**config.mk**
```make
export PLATFORM = sky130hd
export DESIGN_NAME = autoconfig_master_flat
export DESIGN_NICKNAME = d
export VERILOG_FILES = /design/src/rtl/autoconfig_master_if.sv /design/src/rtl/autoconfig_master.sv /design/src/flat_wrapper.sv
export SDC_FILE = /design/constraint.sdc
export NUM_CORES = 1
export LEC_CHECK = 0
export CELL_PAD_IN_SITES_DETAIL_PLACEMENT = 0
export CELL_PAD_IN_SITES_GLOBAL_PLACEMENT = 1
export CORE_ASPECT_RATIO = 0.75
export CORE_UTILIZATION = 41
export DETAILED_ROUTE_END_ITERATION = 12
export PLACE_DENSITY = 0.91
export REMOVE_ABC_BUFFERS = 1
export SYNTH_ARGS = -nofsm -noshare
export SYNTH_HDL_FRONTEND = slang
export SYNTH_SLANG_ARGS = --single-unit
```
**constraint.sdc**
```tcl
create_clock -name CLK -period 3.73 [get_ports CLK]
set_input_delay 0.746 -clock CLK [delete_from_list [all_inputs] [get_ports CLK]]
set_output_delay 0.746 -clock CLK [all_outputs]
set_load 0.01 [all_outputs]
```
**src/rtl/autoconfig_master_if.sv**
```systemverilog
`default_nettype none
// ---------------------------------------------------------------------------
// autoconfig_master_if : 68000-style config-space bus (A[23:1], D[15:12]).
// Rev 1.0 - initial release
// ---------------------------------------------------------------------------
interface autoconfig_master_if;
  logic [22:0] ADDR;
  logic [3:0]  DOUT;
  logic        DOE;
  logic [3:0]  DIN;
  logic        ASn;
  logic        UDSn;
  logic        RWn;

  modport master (output ADDR, DOUT, DOE, ASn, UDSn, RWn, input DIN);
  modport slave  (input ADDR, DOUT, DOE, ASn, UDSn, RWn, output DIN);
endinterface
`default_nettype wire

```
**src/rtl/autoconfig_master.sv**
```systemverilog
`default_nettype none
// ---------------------------------------------------------------------------
// autoconfig_master : Zorro II autoconfig initiator; reads each board on the
// config chain, places FastRAM in $200000-$9FFFFF, writes base or shut-up.
// Rev 1.0 - initial release
// ---------------------------------------------------------------------------
module autoconfig_master #(
  parameter int BUS_CLKS   = 4,
  parameter int IDLE_CLKS  = 2,
  parameter int MAX_BOARDS = 8
) (
  input  logic                      CLK,
  input  logic                      RESET,
  input  logic                      START,
  autoconfig_master_if.master       bus,
  output logic                      CFGOUTn,
  output logic                      BUSY,
  output logic                      DONE,
  output logic                      ERR,
  output logic [3:0]                NUM_CONFIG,
  output logic [7:0]                MEM_MAP,
  output logic [15:0]               LAST_MFG,
  output logic [7:0]                LAST_PROD
);

  localparam int       c_BCW      = $clog2(MAX_BOARDS + 1);
  localparam bit [3:0] c_LOW_END  = 4'(BUS_CLKS - 1);
  localparam bit [3:0] c_HIGH_END = 4'(IDLE_CLKS - 2);

  typedef enum logic [2:0] {
    S_IDLE    = 3'd0,
    S_READ    = 3'd1,
    S_DECIDE  = 3'd2,
    S_WR_BASE = 3'd3,
    S_SHUTUP  = 3'd4,
    S_FINISH  = 3'd5
  } state_t;

  typedef enum logic [1:0] {
    P_LAUNCH = 2'd0,
    P_LOW    = 2'd1,
    P_HIGH   = 2'd2
  } phase_t;

  state_t             r_state;
  phase_t             r_phase;
  logic [3:0]         r_cnt;
  logic [2:0]         r_ridx;
  logic [2:0]         r_type;
  logic [2:0]         r_size;
  logic [3:0]         r_base;
  logic [c_BCW-1:0]   r_boards;
  logic [22:0]        r_addr;
  logic [3:0]         r_dout;
  logic               r_doe;
  logic               r_as_n;
  logic               r_uds_n;
  logic               r_rw_n;
  logic               r_cfgout_n;
  logic               r_busy;
  logic               r_done;
  logic               r_err;
  logic [3:0]         r_num;
  logic [7:0]         r_mem_map;
  logic [15:0]        r_mfg;
  logic [7:0]         r_prod;

  logic [7:0]         w_reg;
  logic [3:0]         w_wdata;
  logic               w_read;
  logic [7:0]         w_kmask;
  logic [2:0]         w_amask;
  logic               w_found;
  logic [2:0]         w_base;
  logic [7:0]         w_field;

  // Register offset and write data of the access the current state performs
  always_comb begin
    w_reg   = 8'h00;
    w_wdata = 4'h0;
    w_read  = 1'b0;
    case (r_state)
      S_READ: begin
        w_reg  = {4'h0, r_ridx[2], 1'b0, r_ridx[1:0]};
        w_read = 1'b1;
      end
      S_WR_BASE: begin
        w_reg   = 8'h24;
        w_wdata = r_base;
      end
      S_SHUTUP: w_reg = 8'h26;
      default: ;
    endcase
  end

  // Size code to slot mask (k ones) and alignment mask (k-1)
  always_comb begin
    w_kmask = 8'h00;
    w_amask = 3'd0;
    case (r_size)
      3'b000: begin w_kmask = 8'hFF; w_amask = 3'd7; end
      3'b111: begin w_kmask = 8'h0F; w_amask = 3'd3; end
      3'b110: begin w_kmask = 8'h03; w_amask = 3'd1; end
      3'b101: begin w_kmask = 8'h01; w_amask = 3'd0; end
      default: ;
    endcase
  end

  // Descending scan so the lowest free aligned slot wins
  always_comb begin
    w_found = 1'b0;
    w_base  = 3'd0;
    w_field = 8'h00;
    for (int i = 7; i >= 0; i--) begin
      if (w_kmask != 8'h00 && (3'(i) & w_amask) == 3'd0 &&
          (r_mem_map & (w_kmask << i)) == 8'h00) begin
        w_found = 1'b1;
        w_base  = 3'(i);
        w_field = w_kmask << i;
      end
    end
  end

  always_ff @(posedge CLK) begin
    if (RESET) begin
      r_state    <= S_IDLE;
      r_phase    <= P_LAUNCH;
      r_cnt      <= 4'd0;
      r_ridx     <= 3'd0;
      r_type     <= 3'd0;
      r_size     <= 3'd0;
      r_base     <= 4'd0;
      r_boards   <= '0;
      r_addr     <= 23'd0;
      r_dout     <= 4'd0;
      r_doe      <= 1'b0;
      r_as_n     <= 1'b1;
      r_uds_n    <= 1'b1;
      r_rw_n     <= 1'b1;
      r_cfgout_n <= 1'b1;
      r_busy     <= 1'b0;
      r_done     <= 1'b0;
      r_err      <= 1'b0;
      r_num      <= 4'd0;
      r_mem_map  <= 8'h00;
      r_mfg      <= 16'h0000;
      r_prod     <= 8'h00;
    end else begin
      case (r_state)
        S_IDLE: begin
          if (START) begin
            r_cfgout_n <= 1'b0;
            r_busy     <= 1'b1;
            r_ridx     <= 3'd0;
            r_phase    <= P_LAUNCH;
            r_state    <= S_READ;
          end
        end

        S_READ, S_WR_BASE, S_SHUTUP: begin
          case (r_phase)
            P_LAUNCH: begin
              r_addr  <= {8'hE8, 7'd0, w_reg};
              r_dout  <= w_wdata;
              r_doe   <= !w_read;
              r_rw_n  <= w_read;
              r_as_n  <= 1'b0;
              r_uds_n <= 1'b0;
              r_cnt   <= 4'd0;
              r_phase <= P_LOW;
            end
            P_LOW: begin
              if (r_cnt == c_LOW_END) begin
                r_as_n  <= 1'b1;
                r_uds_n <= 1'b1;
                r_cnt   <= 4'd0;
                r_phase <= P_HIGH;
                if (r_state == S_READ) begin
                  case (r_ridx)
                    3'd0: r_type        <= bus.DIN[3:1];
                    3'd1: r_size        <= bus.DIN[2:0];
                    3'd2: r_prod[7:4]   <= ~bus.DIN;
                    3'd3: r_prod[3:0]   <= ~bus.DIN;
                    3'd4: r_mfg[15:12]  <= ~bus.DIN;
                    3'd5: r_mfg[11:8]   <= ~bus.DIN;
                    3'd6: r_mfg[7:4]    <= ~bus.DIN;
                    3'd7: r_mfg[3:0]    <= ~bus.DIN;
                  endcase
                end
              end else begin
                r_cnt <= r_cnt + 4'd1;
              end
            end
            P_HIGH: begin
              if (r_cnt == 4'd0) begin
                r_addr <= 23'd0;
                r_dout <= 4'd0;
                r_doe  <= 1'b0;
                r_rw_n <= 1'b1;
              end
              // The following LAUNCH cycle is the last strobe-high cycle
              if (r_cnt == c_HIGH_END) begin
                r_cnt   <= 4'd0;
                r_phase <= P_LAUNCH;
                if (r_state == S_READ) begin
                  if (r_ridx == 3'd0 && r_type[2:1] != 2'b11) begin
                    r_busy  <= 1'b0;
                    r_done  <= 1'b1;
                    r_state <= S_FINISH;
                  end else if (r_ridx == 3'd7) begin
                    r_state <= S_DECIDE;
                  end else begin
                    r_ridx <= r_ridx + 3'd1;
                  end
                end else begin
                  if (r_state == S_WR_BASE && r_num != 4'hF)
                    r_num <= r_num + 4'd1;
                  if (r_boards == c_BCW'(MAX_BOARDS - 1)) begin
                    r_err   <= 1'b1;
                    r_busy  <= 1'b0;
                    r_done  <= 1'b1;
                    r_state <= S_FINISH;
                  end else begin
                    r_boards <= r_boards + 1'b1;
                    r_ridx   <= 3'd0;
                    r_state  <= S_READ;
                  end
                end
              end else begin
                r_cnt <= r_cnt + 4'd1;
              end
            end
            default: r_phase <= P_LAUNCH;
          endcase
        end

        S_DECIDE: begin
          if (!r_type[0] || w_kmask == 8'h00) begin
            r_state <= S_SHUTUP;
          end else if (w_found) begin
            r_mem_map <= r_mem_map | w_field;
            r_base    <= {1'b0, w_base} + 4'd2;
            r_state   <= S_WR_BASE;
          end else begin
            r_err   <= 1'b1;
            r_state <= S_SHUTUP;
          end
        end

        S_FINISH: ;
        default: r_state <= S_IDLE;
      endcase
    end
  end

  assign bus.ADDR   = r_addr;
  assign bus.DOUT   = r_dout;
  assign bus.DOE    = r_doe;
  assign bus.ASn    = r_as_n;
  assign bus.UDSn   = r_uds_n;
  assign bus.RWn    = r_rw_n;
  assign CFGOUTn    = r_cfgout_n;
  assign BUSY       = r_busy;
  assign DONE       = r_done;
  assign ERR        = r_err;
  assign NUM_CONFIG = r_num;
  assign MEM_MAP    = r_mem_map;
  assign LAST_MFG   = r_mfg;
  assign LAST_PROD  = r_prod;

endmodule
`default_nettype wire

```
**src/flat_wrapper.sv**
```systemverilog
// flat-port wrapper written by rule: the top's interface ports become plain ports
module autoconfig_master_flat 
#(
  parameter int BUS_CLKS   = 4,
  parameter int IDLE_CLKS  = 2,
  parameter int MAX_BOARDS = 8
)
  (CLK, RESET, START, CFGOUTn, BUSY, DONE, ERR, NUM_CONFIG, MEM_MAP, LAST_MFG, LAST_PROD, bus_ADDR, bus_DOUT, bus_DOE, bus_ASn, bus_UDSn, bus_RWn, bus_DIN);
  autoconfig_master_if bus_i ();
  input  logic CLK;
  input  logic RESET;
  input  logic START;
  output logic CFGOUTn;
  output logic BUSY;
  output logic DONE;
  output logic ERR;
  output logic [3:0] NUM_CONFIG;
  output logic [7:0] MEM_MAP;
  output logic [15:0] LAST_MFG;
  output logic [7:0] LAST_PROD;
  output wire logic [$bits(bus_i.ADDR)-1:0] bus_ADDR;
  output wire logic [$bits(bus_i.DOUT)-1:0] bus_DOUT;
  output wire logic [$bits(bus_i.DOE)-1:0] bus_DOE;
  output wire logic [$bits(bus_i.ASn)-1:0] bus_ASn;
  output wire logic [$bits(bus_i.UDSn)-1:0] bus_UDSn;
  output wire logic [$bits(bus_i.RWn)-1:0] bus_RWn;
  input wire logic [$bits(bus_i.DIN)-1:0] bus_DIN;
  assign bus_ADDR = bus_i.ADDR;
  assign bus_DOUT = bus_i.DOUT;
  assign bus_DOE = bus_i.DOE;
  assign bus_ASn = bus_i.ASn;
  assign bus_UDSn = bus_i.UDSn;
  assign bus_RWn = bus_i.RWn;
  assign bus_i.DIN = bus_DIN;
  autoconfig_master #(.BUS_CLKS(BUS_CLKS), .IDLE_CLKS(IDLE_CLKS), .MAX_BOARDS(MAX_BOARDS)) u_core (.CLK(CLK), .RESET(RESET), .START(START), .bus(bus_i), .CFGOUTn(CFGOUTn), .BUSY(BUSY), .DONE(DONE), .ERR(ERR), .NUM_CONFIG(NUM_CONFIG), .MEM_MAP(MEM_MAP), .LAST_MFG(LAST_MFG), .LAST_PROD(LAST_PROD));
endmodule
```
==> results of run 1 <==
state kept, by name (all words and copies together), names as in the netlist:
name	cells
u_core.r_state	3
u_core.LAST_PROD	8
u_core.r_phase	2
u_core.r_size	3
u_core.LAST_MFG	16
u_core.r_base	4
u_core.bus.DOE	1
u_core.bus.ADDR	5
u_core.ERR	1
u_core.bus.RWn	1
u_core.CFGOUTn	1
u_core.NUM_CONFIG	4
u_core.DONE	1
u_core.MEM_MAP	8
u_core.BUSY	1
u_core.r_boards	4
u_core.r_type	3
u_core.r_ridx	3
u_core.bus.DOUT	4
u_core.bus.ASn	1
u_core.r_cnt	4
cell usage in the layout (no fill, tap or decap), types with 4 or more instances in the layout:
master	n
sky130_fd_sc_hd__nand2_1	38
sky130_fd_sc_hd__conb_1	14
sky130_fd_sc_hd__mux2i_1	5
sky130_fd_sc_hd__dfxtp_1	78
sky130_fd_sc_hd__a21oi_1	59
sky130_fd_sc_hd__nor2b_1	7
sky130_fd_sc_hd__a211oi_1	4
sky130_fd_sc_hd__nor4_1	4
sky130_fd_sc_hd__xnor2_1	5
sky130_fd_sc_hd__o31ai_1	4
sky130_fd_sc_hd__nand2b_1	7
sky130_fd_sc_hd__clkbuf_16	9
sky130_fd_sc_hd__a22oi_1	6
sky130_fd_sc_hd__o21a_1	5
sky130_fd_sc_hd__clkdlybuf4s50_1	62
sky130_fd_sc_hd__nor3_1	10
sky130_fd_sc_hd__xor2_1	5
sky130_fd_sc_hd__nand3_1	16
sky130_fd_sc_hd__nor2_1	93
sky130_fd_sc_hd__and3_1	6
sky130_fd_sc_hd__ha_1	15
sky130_fd_sc_hd__inv_1	14
sky130_fd_sc_hd__nand4_1	4
sky130_fd_sc_hd__o21ai_0	18
Yosys cell counts, types with 3 or more instances:
cell,number
sky130_fd_sc_hd__buf_4,20
sky130_fd_sc_hd__o21a_1,5
sky130_fd_sc_hd__and3_1,6
sky130_fd_sc_hd__clkbuf_1,17
sky130_fd_sc_hd__buf_6,3
sky130_fd_sc_hd__a211oi_1,4
sky130_fd_sc_hd__a22oi_1,6
sky130_fd_sc_hd__a21oi_1,59
sky130_fd_sc_hd__nand3_1,16
sky130_fd_sc_hd__xnor2_1,5
sky130_fd_sc_hd__nand2b_1,7
sky130_fd_sc_hd__o21ai_0,18
sky130_fd_sc_hd__o31ai_1,4
sky130_fd_sc_hd__xor2_1,5
sky130_fd_sc_hd__dfxtp_1,78
sky130_fd_sc_hd__nor2b_1,7
sky130_fd_sc_hd__a31oi_1,3
sky130_fd_sc_hd__nor4_1,4
sky130_fd_sc_hd__inv_1,14
sky130_fd_sc_hd__mux2i_1,5
sky130_fd_sc_hd__nand4_1,4
sky130_fd_sc_hd__nand2_1,38
sky130_fd_sc_hd__ha_1,15
sky130_fd_sc_hd__nor2_1,93
sky130_fd_sc_hd__nor3_1,10
power groups by stage:
stage	registers [W]	clock network, W	logic [W]
2_1_floorplan	0.000899	0	0.000107
3_3_place_gp	0.000892	0	0.000217
3_5_place_dp	0.000893	0	0.000219
4_1_cts	0.000874	0.000966	0.000221
5_1_grt	0.000877	0.00100	0.000244
6_report	0.000875	0.000942	0.000222
layer usage:
metal	track usage	routed length [um]	up-vias
met3	0.0480	630	12
met4	0.0699	116	0
li1	-	-	1799
met2	0.298	4110	124
met1	0.285	4670	1686
met5	0	0	-
worst max-delay path, delay by kind of cell (launching register included):
kind	cells	cell delay (ps)
XOR/XNOR	1	160
AND/OR/NAND/NOR	4	1110
flip-flops	1	560
AO/OA/AOI/OAI	1	610
metrics by stage:
stage	total power, W	area [sq um]	setup WS [ps]	util
after global placement	0.00111	4570	1270	0.495
after detailed placement	0.00111	4570	1210	0.495
final	0.00204	4900	1160	0.530
after floorplan	0.00101	3760	1570	-
after CTS	0.00206	4900	1220	0.530
after global routing	0.00212	4900	855	0.530
layout make-up:
| type | instances | area [sq um] |
|---|---|---|
| Clock buffer | 9 | 225 |
| Clock inverter | 7 | 97.6 |
| Fill cell | 906 | 4340 |
| Inverter | 14 | 52.6 |
| Multi-Input combinational cell | 374 | 2150 |
| Sequential cell | 78 | 1560 |
| Tap cell | 128 | 160 |
| Timing Repair Buffer | 66 | 648 |
cells by family after synthesis:
logic type	count (synthesis)	share of synthesized area
AND/OR/NAND/NOR	205	0.244
buffers and inverters	58	0.0798
AO/OA/AOI/OAI	125	0.202
other	1	0.000942
adder cells (fa/ha/maj)	15	0.0471
multiplexers	5	0.0126
XOR/XNOR	10	0.0220
flip-flops	78	0.392
path summary, 6_finish.rpt:
check	from	to	slack (ps)	depth (start not counted)
worst max-delay path	u_core.r_state[0]	u_core.r_boards[3]	1160	6
worst min-delay path	u_core.CFGOUTn	u_core.CFGOUTn	450	2
worst max register to register	u_core.r_state[0]	u_core.r_boards[3]	1160	6
worst min register to register	u_core.CFGOUTn	u_core.CFGOUTn	450	2
==> metrics.txt, run 1 <==
clock group share of total power=0.462; IR drop worst, VDD=280 uV; core region area=9230 sq um; cts hold-fix bufs=0; share of the clock period used by the worst path=0.689; netlist area before placement=3980 sq um; input/output buffers=63; max-cap check violation count=0; Setup Fix Bufs, Post-CTS=0; Layout Nets=565; outcome=finished clean; type of the tightest min-delay check=reg -> reg; critical path type=reg -> reg; Resize count post-CTS=0; post-synthesis sequential element count=78; number of antenna violations at the first check in global routing=0; synthesized area divided by synthesized cell count=8.01 sq um; element type at the critical path start=register; floorplan row count=30; number of clock sinks seen by CTS=78; share of power burned in combinational logic=0.109; dominant cell type by area after synthesis=sky130_fd_sc_hd__dfxtp_1; final number of hold-violating endpoints=0; part of the total power dissipated in sequential elements=0.429; Rel. slew slack=0.532; Clk pin slew, worst setup/hold paths=60 ps; Final Critical Period=2570 ps; Cell Pwr Density=416 nW/um^2; worst clock skew on the final layout=5.94 ps; arrival time of the worst setup path=roughly 2800 ps; Yosys warning count=0; Area contributors post-synth=sky130_fd_sc_hd__dfxtp_1 (39%), sky130_fd_sc_hd__nor2_1 (8.8%), sky130_fd_sc_hd__a21oi_1 (7.4%); Critical Path, Cell by Cell=nor2b_1 > nand2_1 > a211oi_1 > nand4_1 > xor2_1 > nor2_1; die width=116 um; largest net degree at the start of global routing=34; Root Buffer=sky130_fd_sc_hd__clkbuf_16; total wire length=9.52 mm; CTS Buffer Depth=2; CP peak stage delay=610 ps; critical path required time=3940 ps; Netlist cell types=63; Overall Global Routing Usage=0.202; TritonCTS clock tree=done; number of diodes=0; switching power of the nets=0.000507 W; vias in the first global route=3,193; count of TritonRoute iterations in the first routing pass=5; number of synthesized flops with an enable pin=0; via count=3,621; layout overhead on the synthesized area=23.0%; Die ar.=~10,000 sq um; standard cell with the maximum stage delay on the critical path=sky130_fd_sc_hd__a211oi_1; vias per cell=5.36; first-pass GRT wire length=15.9 mm; number of cells in the finished layout apart from fillers=676; IO Count=78; prevailing post-synth register cell=sky130_fd_sc_hd__dfxtp_1; final weighted congestion in routability-driven placement=0.895; register area share after synthesis=0.392; drt initial violations=296; Worst Tran Pin Value=694 ps; Max Clk Rate=389 MHz; worst hold margin=450 ps; Starting Density=0.431; area share of the largest cell type after synthesis=0.392; RSZ-0062 raised after global routing=no; level count of the clock H-tree=3; Die Y-Extent=87.3 um; remaining antenna violation count=0; fraction of power spent switching nets=0.249; Placed Instances=660; largest driver fanout on the critical path=13; final number of max-transition violations=0; share of final-layout standard cells stronger than drive strength 1=0.0566; HPWL after detailed placement=6.76 mm; number of clock buffers inserted by TritonCTS=9; share of async-settable or async-resettable flops after synthesis=0; remaining routing DRC violations=0; DR WL/cell=14.1 um; Remaining Overflow, GRT=0; Cells after Synth=497; insertion delay to the later sink of the worst-skew pair=between 300 and 400 ps; Setup TNS=0 ps; CP endpoint kind=register; total of endpoints with negative setup slack in the final report=0; static leakage=1.78 nW; total internal power=0.00153 W
(Power assumes the default switching activity.)
==> run 2, diff against run 1 <==
--- a/config.mk
+++ b/config.mk
@@ -8,9 +8,9 @@
 export CELL_PAD_IN_SITES_DETAIL_PLACEMENT = 0
 export CELL_PAD_IN_SITES_GLOBAL_PLACEMENT = 1
 export CORE_ASPECT_RATIO = 0.75
-export CORE_UTILIZATION = 41
+export CORE_UTILIZATION = 38
 export DETAILED_ROUTE_END_ITERATION = 12
-export PLACE_DENSITY = 0.91
+export PLACE_DENSITY = 0.86
 export REMOVE_ABC_BUFFERS = 1
 export SYNTH_ARGS = -nofsm -noshare
 export SYNTH_HDL_FRONTEND = slang
==> constraint.sdc (replaced) <==
create_clock -name CLK -period 2.4 [get_ports CLK]
set_input_delay 0.48 -clock CLK [delete_from_list [all_inputs] [get_ports CLK]]
set_output_delay 0.48 -clock CLK [all_outputs]
set_load 0.01 [all_outputs]
==> run 2 against run 1 <==
Non-clock buffer count up 26. Sequential cell count unchanged. First-iteration DRC count up 12%. Total power up 67%. Clock-buffer cell count unchanged. Worst setup slack worse by 1000 ps. Global-route usage down 1.5 points. Hold slack better by 6.5 ps. Design area up 5.5%. Clock power up 78%. Utilization down 1.0 points. Largest cell class unchanged. Highest routed layer unchanged.
==> metrics.txt, run 2 (synthesis results as in run 1) <==
CP peak stage delay=580 ps; origin of the worst setup path=u_core.r_size[0]; count of TritonRoute iterations in the first routing pass=5; part of the total power dissipated in sequential elements=0.397; origin of the worst min-delay path=u_core.CFGOUTn; core region area=9930 sq um; Remaining Overflow, GRT=0; final number of hold-violating endpoints=0; Starting Density=0.401; level count of the clock H-tree=3; number of antenna violations at the first check in global routing=0; FF+latch area=1560 sq um; Rel. slew slack=0.472; arrival time of the worst setup path=around 2500 ps; vias in the first global route=3,358; critical path required time=approximately 2600 ps; Die ar.=10,900 sq um; insertion delay to the later sink of the worst-skew pair=330 ps; via count=around 3,700; drt initial violations=332; footprint of the multi-input gates=approximately 2200 sq um; vias per cell=~5.2; Root Buffer=sky130_fd_sc_hd__clkbuf_16; CTS Buffer Depth=2; fraction of power spent switching nets=0.233; CP endpoint kind=register; Layout Nets=between 500 and 600; number of diodes=0; switching power of the nets=roughly 0.00079 W; layout filler cell count=932; share of final-layout standard cells stronger than drive strength 1=0.101; number of clock buffers inserted by TritonCTS=9; outcome=finished clean; Setup TNS=0 ps; Cell Pwr Density=660 nW/um^2; total wire length=9.92 mm; largest net degree at the start of global routing=28; floorplan row count=31; launch point of the worst reg-to-reg path=u_core.r_size[0]; DR WL/cell=14.1 um; Final Util=0.520; remaining antenna violation count=0; Critical Path, Cell by Cell=or4_1 > or3_1 > nand2_1 > nor3_1 > ha_1 > mux2i_1 > nor2_1; type of the tightest min-delay check=reg -> reg; remaining routing DRC violations=0; standard cell with the maximum stage delay on the critical path=sky130_fd_sc_hd__or4_1; RSZ-0062 raised after global routing=no; total internal power=between 0.002 and 0.003 W; flip-flop count of the largest register after layout=16; IO Count=between 70 and 80; final weighted congestion in routability-driven placement=0.882; HPWL after detailed placement=7.19 mm; Worst Tran Pin Value=~780 ps; die width=120 um; static leakage=1.94 nW; max-cap check violation count=0; worst clock skew on the final layout=~4.5 ps; element type at the critical path start=register; Clk pin slew, worst setup/hold paths=60 ps; share of power burned in combinational logic=0.110; total of endpoints with negative setup slack in the final report=0; layout overhead on the synthesized area=29.7%; final number of max-transition violations=0; clock group share of total power=0.493; Die Y-Extent=90.6 um; critical path type=reg -> reg; input/output buffers=63; Max Clk Rate=between 400 and 500 MHz; share of the clock period used by the worst path=0.940; TritonCTS clock tree=done; Overall Global Routing Usage=0.187; highest-count cells in the layout ignoring fill and taps=sky130_fd_sc_hd__nor2_1 (93), sky130_fd_sc_hd__dfxtp_1 (77), sky130_fd_sc_hd__clkdlybuf4s50_1 (62), sky130_fd_sc_hd__a21oi_1 (59), sky130_fd_sc_hd__nand2_1 (38); Final Critical Period=2260 ps; leading cell type in the layout, fill and taps excluded=sky130_fd_sc_hd__nor2_1; number of clock sinks seen by CTS=78; largest driver fanout on the critical path=14; IR drop worst, VDD=366 uV; first-pass GRT wire length=16.4 mm
run 2: through the flow:
step	power (W)	hold WS (ps)	setup WS, ps	instance area, sq um	instances
detailed placement	0.00175	444	90.4	4740	686
CTS	0.00344	460	60.9	5110	702
finish	0.00341	457	144	5160	706
floorplan	0.00156	430	239	3760	466
global placement	0.00175	434	150	4740	686
global route	0.00353	479	31.3	5160	706
run 2: critical path: cells and delay by family (launching register included):
| kind | cells | cell delay [ps] |
|---|---|---|
| simple gates | 5 | 1260 |
| flops | 1 | 430 |
| fa+ha+maj | 1 | 310 |
| mux | 1 | 140 |
run 2: worst paths after layout:
kind	end	slack (ps)	cells past startpoint
min	u_core.CFGOUTn	460	2
min reg2reg	u_core.CFGOUTn	460	2
max reg2reg	u_core.r_base[2]	140	7
max	u_core.r_base[2]	140	7
run 2: power groups by stage:
stage / logic [W] / registers [W] / clock network [W]
2_1_floorplan: 0.000166 / 0.00140 / 0
3_3_place_gp: 0.000366 / 0.00138 / 0
3_5_place_dp: 0.000368 / 0.00138 / 0
4_1_cts: 0.000371 / 0.00135 / 0.00171
5_1_grt: 0.000411 / 0.00136 / 0.00177
6_report: 0.000375 / 0.00135 / 0.00168
run 2: cell type report:
cell class | instances | share of cell area
Clock inverter | 7 | 0.0281
Multi-Input combinational cell | 374 | 0.418
Sequential cell | 78 | 0.303
Tap cell | 132 | 0.0320
Inverter | 14 | 0.0102
Timing Repair Buffer | 92 | 0.166
Clock buffer | 9 | 0.0436
run 2: repair_timing:
action | in CTS | in global routing
setup buffers | 0 | 4
hold buffers | 0 | 0
resized for setup | 0 | 2
setup endpoints to repair | 0 | 11
run 2: metal layers:
| layer | track usage | share of wire | wire (um) | up-vias |
|---|---|---|---|---|
| li1 | - | - | - | 1851 |
| met1 | 0.267 | 0.51 | 5010 | 1701 |
| met2 | 0.262 | 0.42 | 4190 | 127 |
| met3 | 0.0568 | 0.059 | 585 | 14 |
| met4 | 0.0625 | 0.014 | 138 | 0 |
| met5 | 0 | 0 | 0 | - |
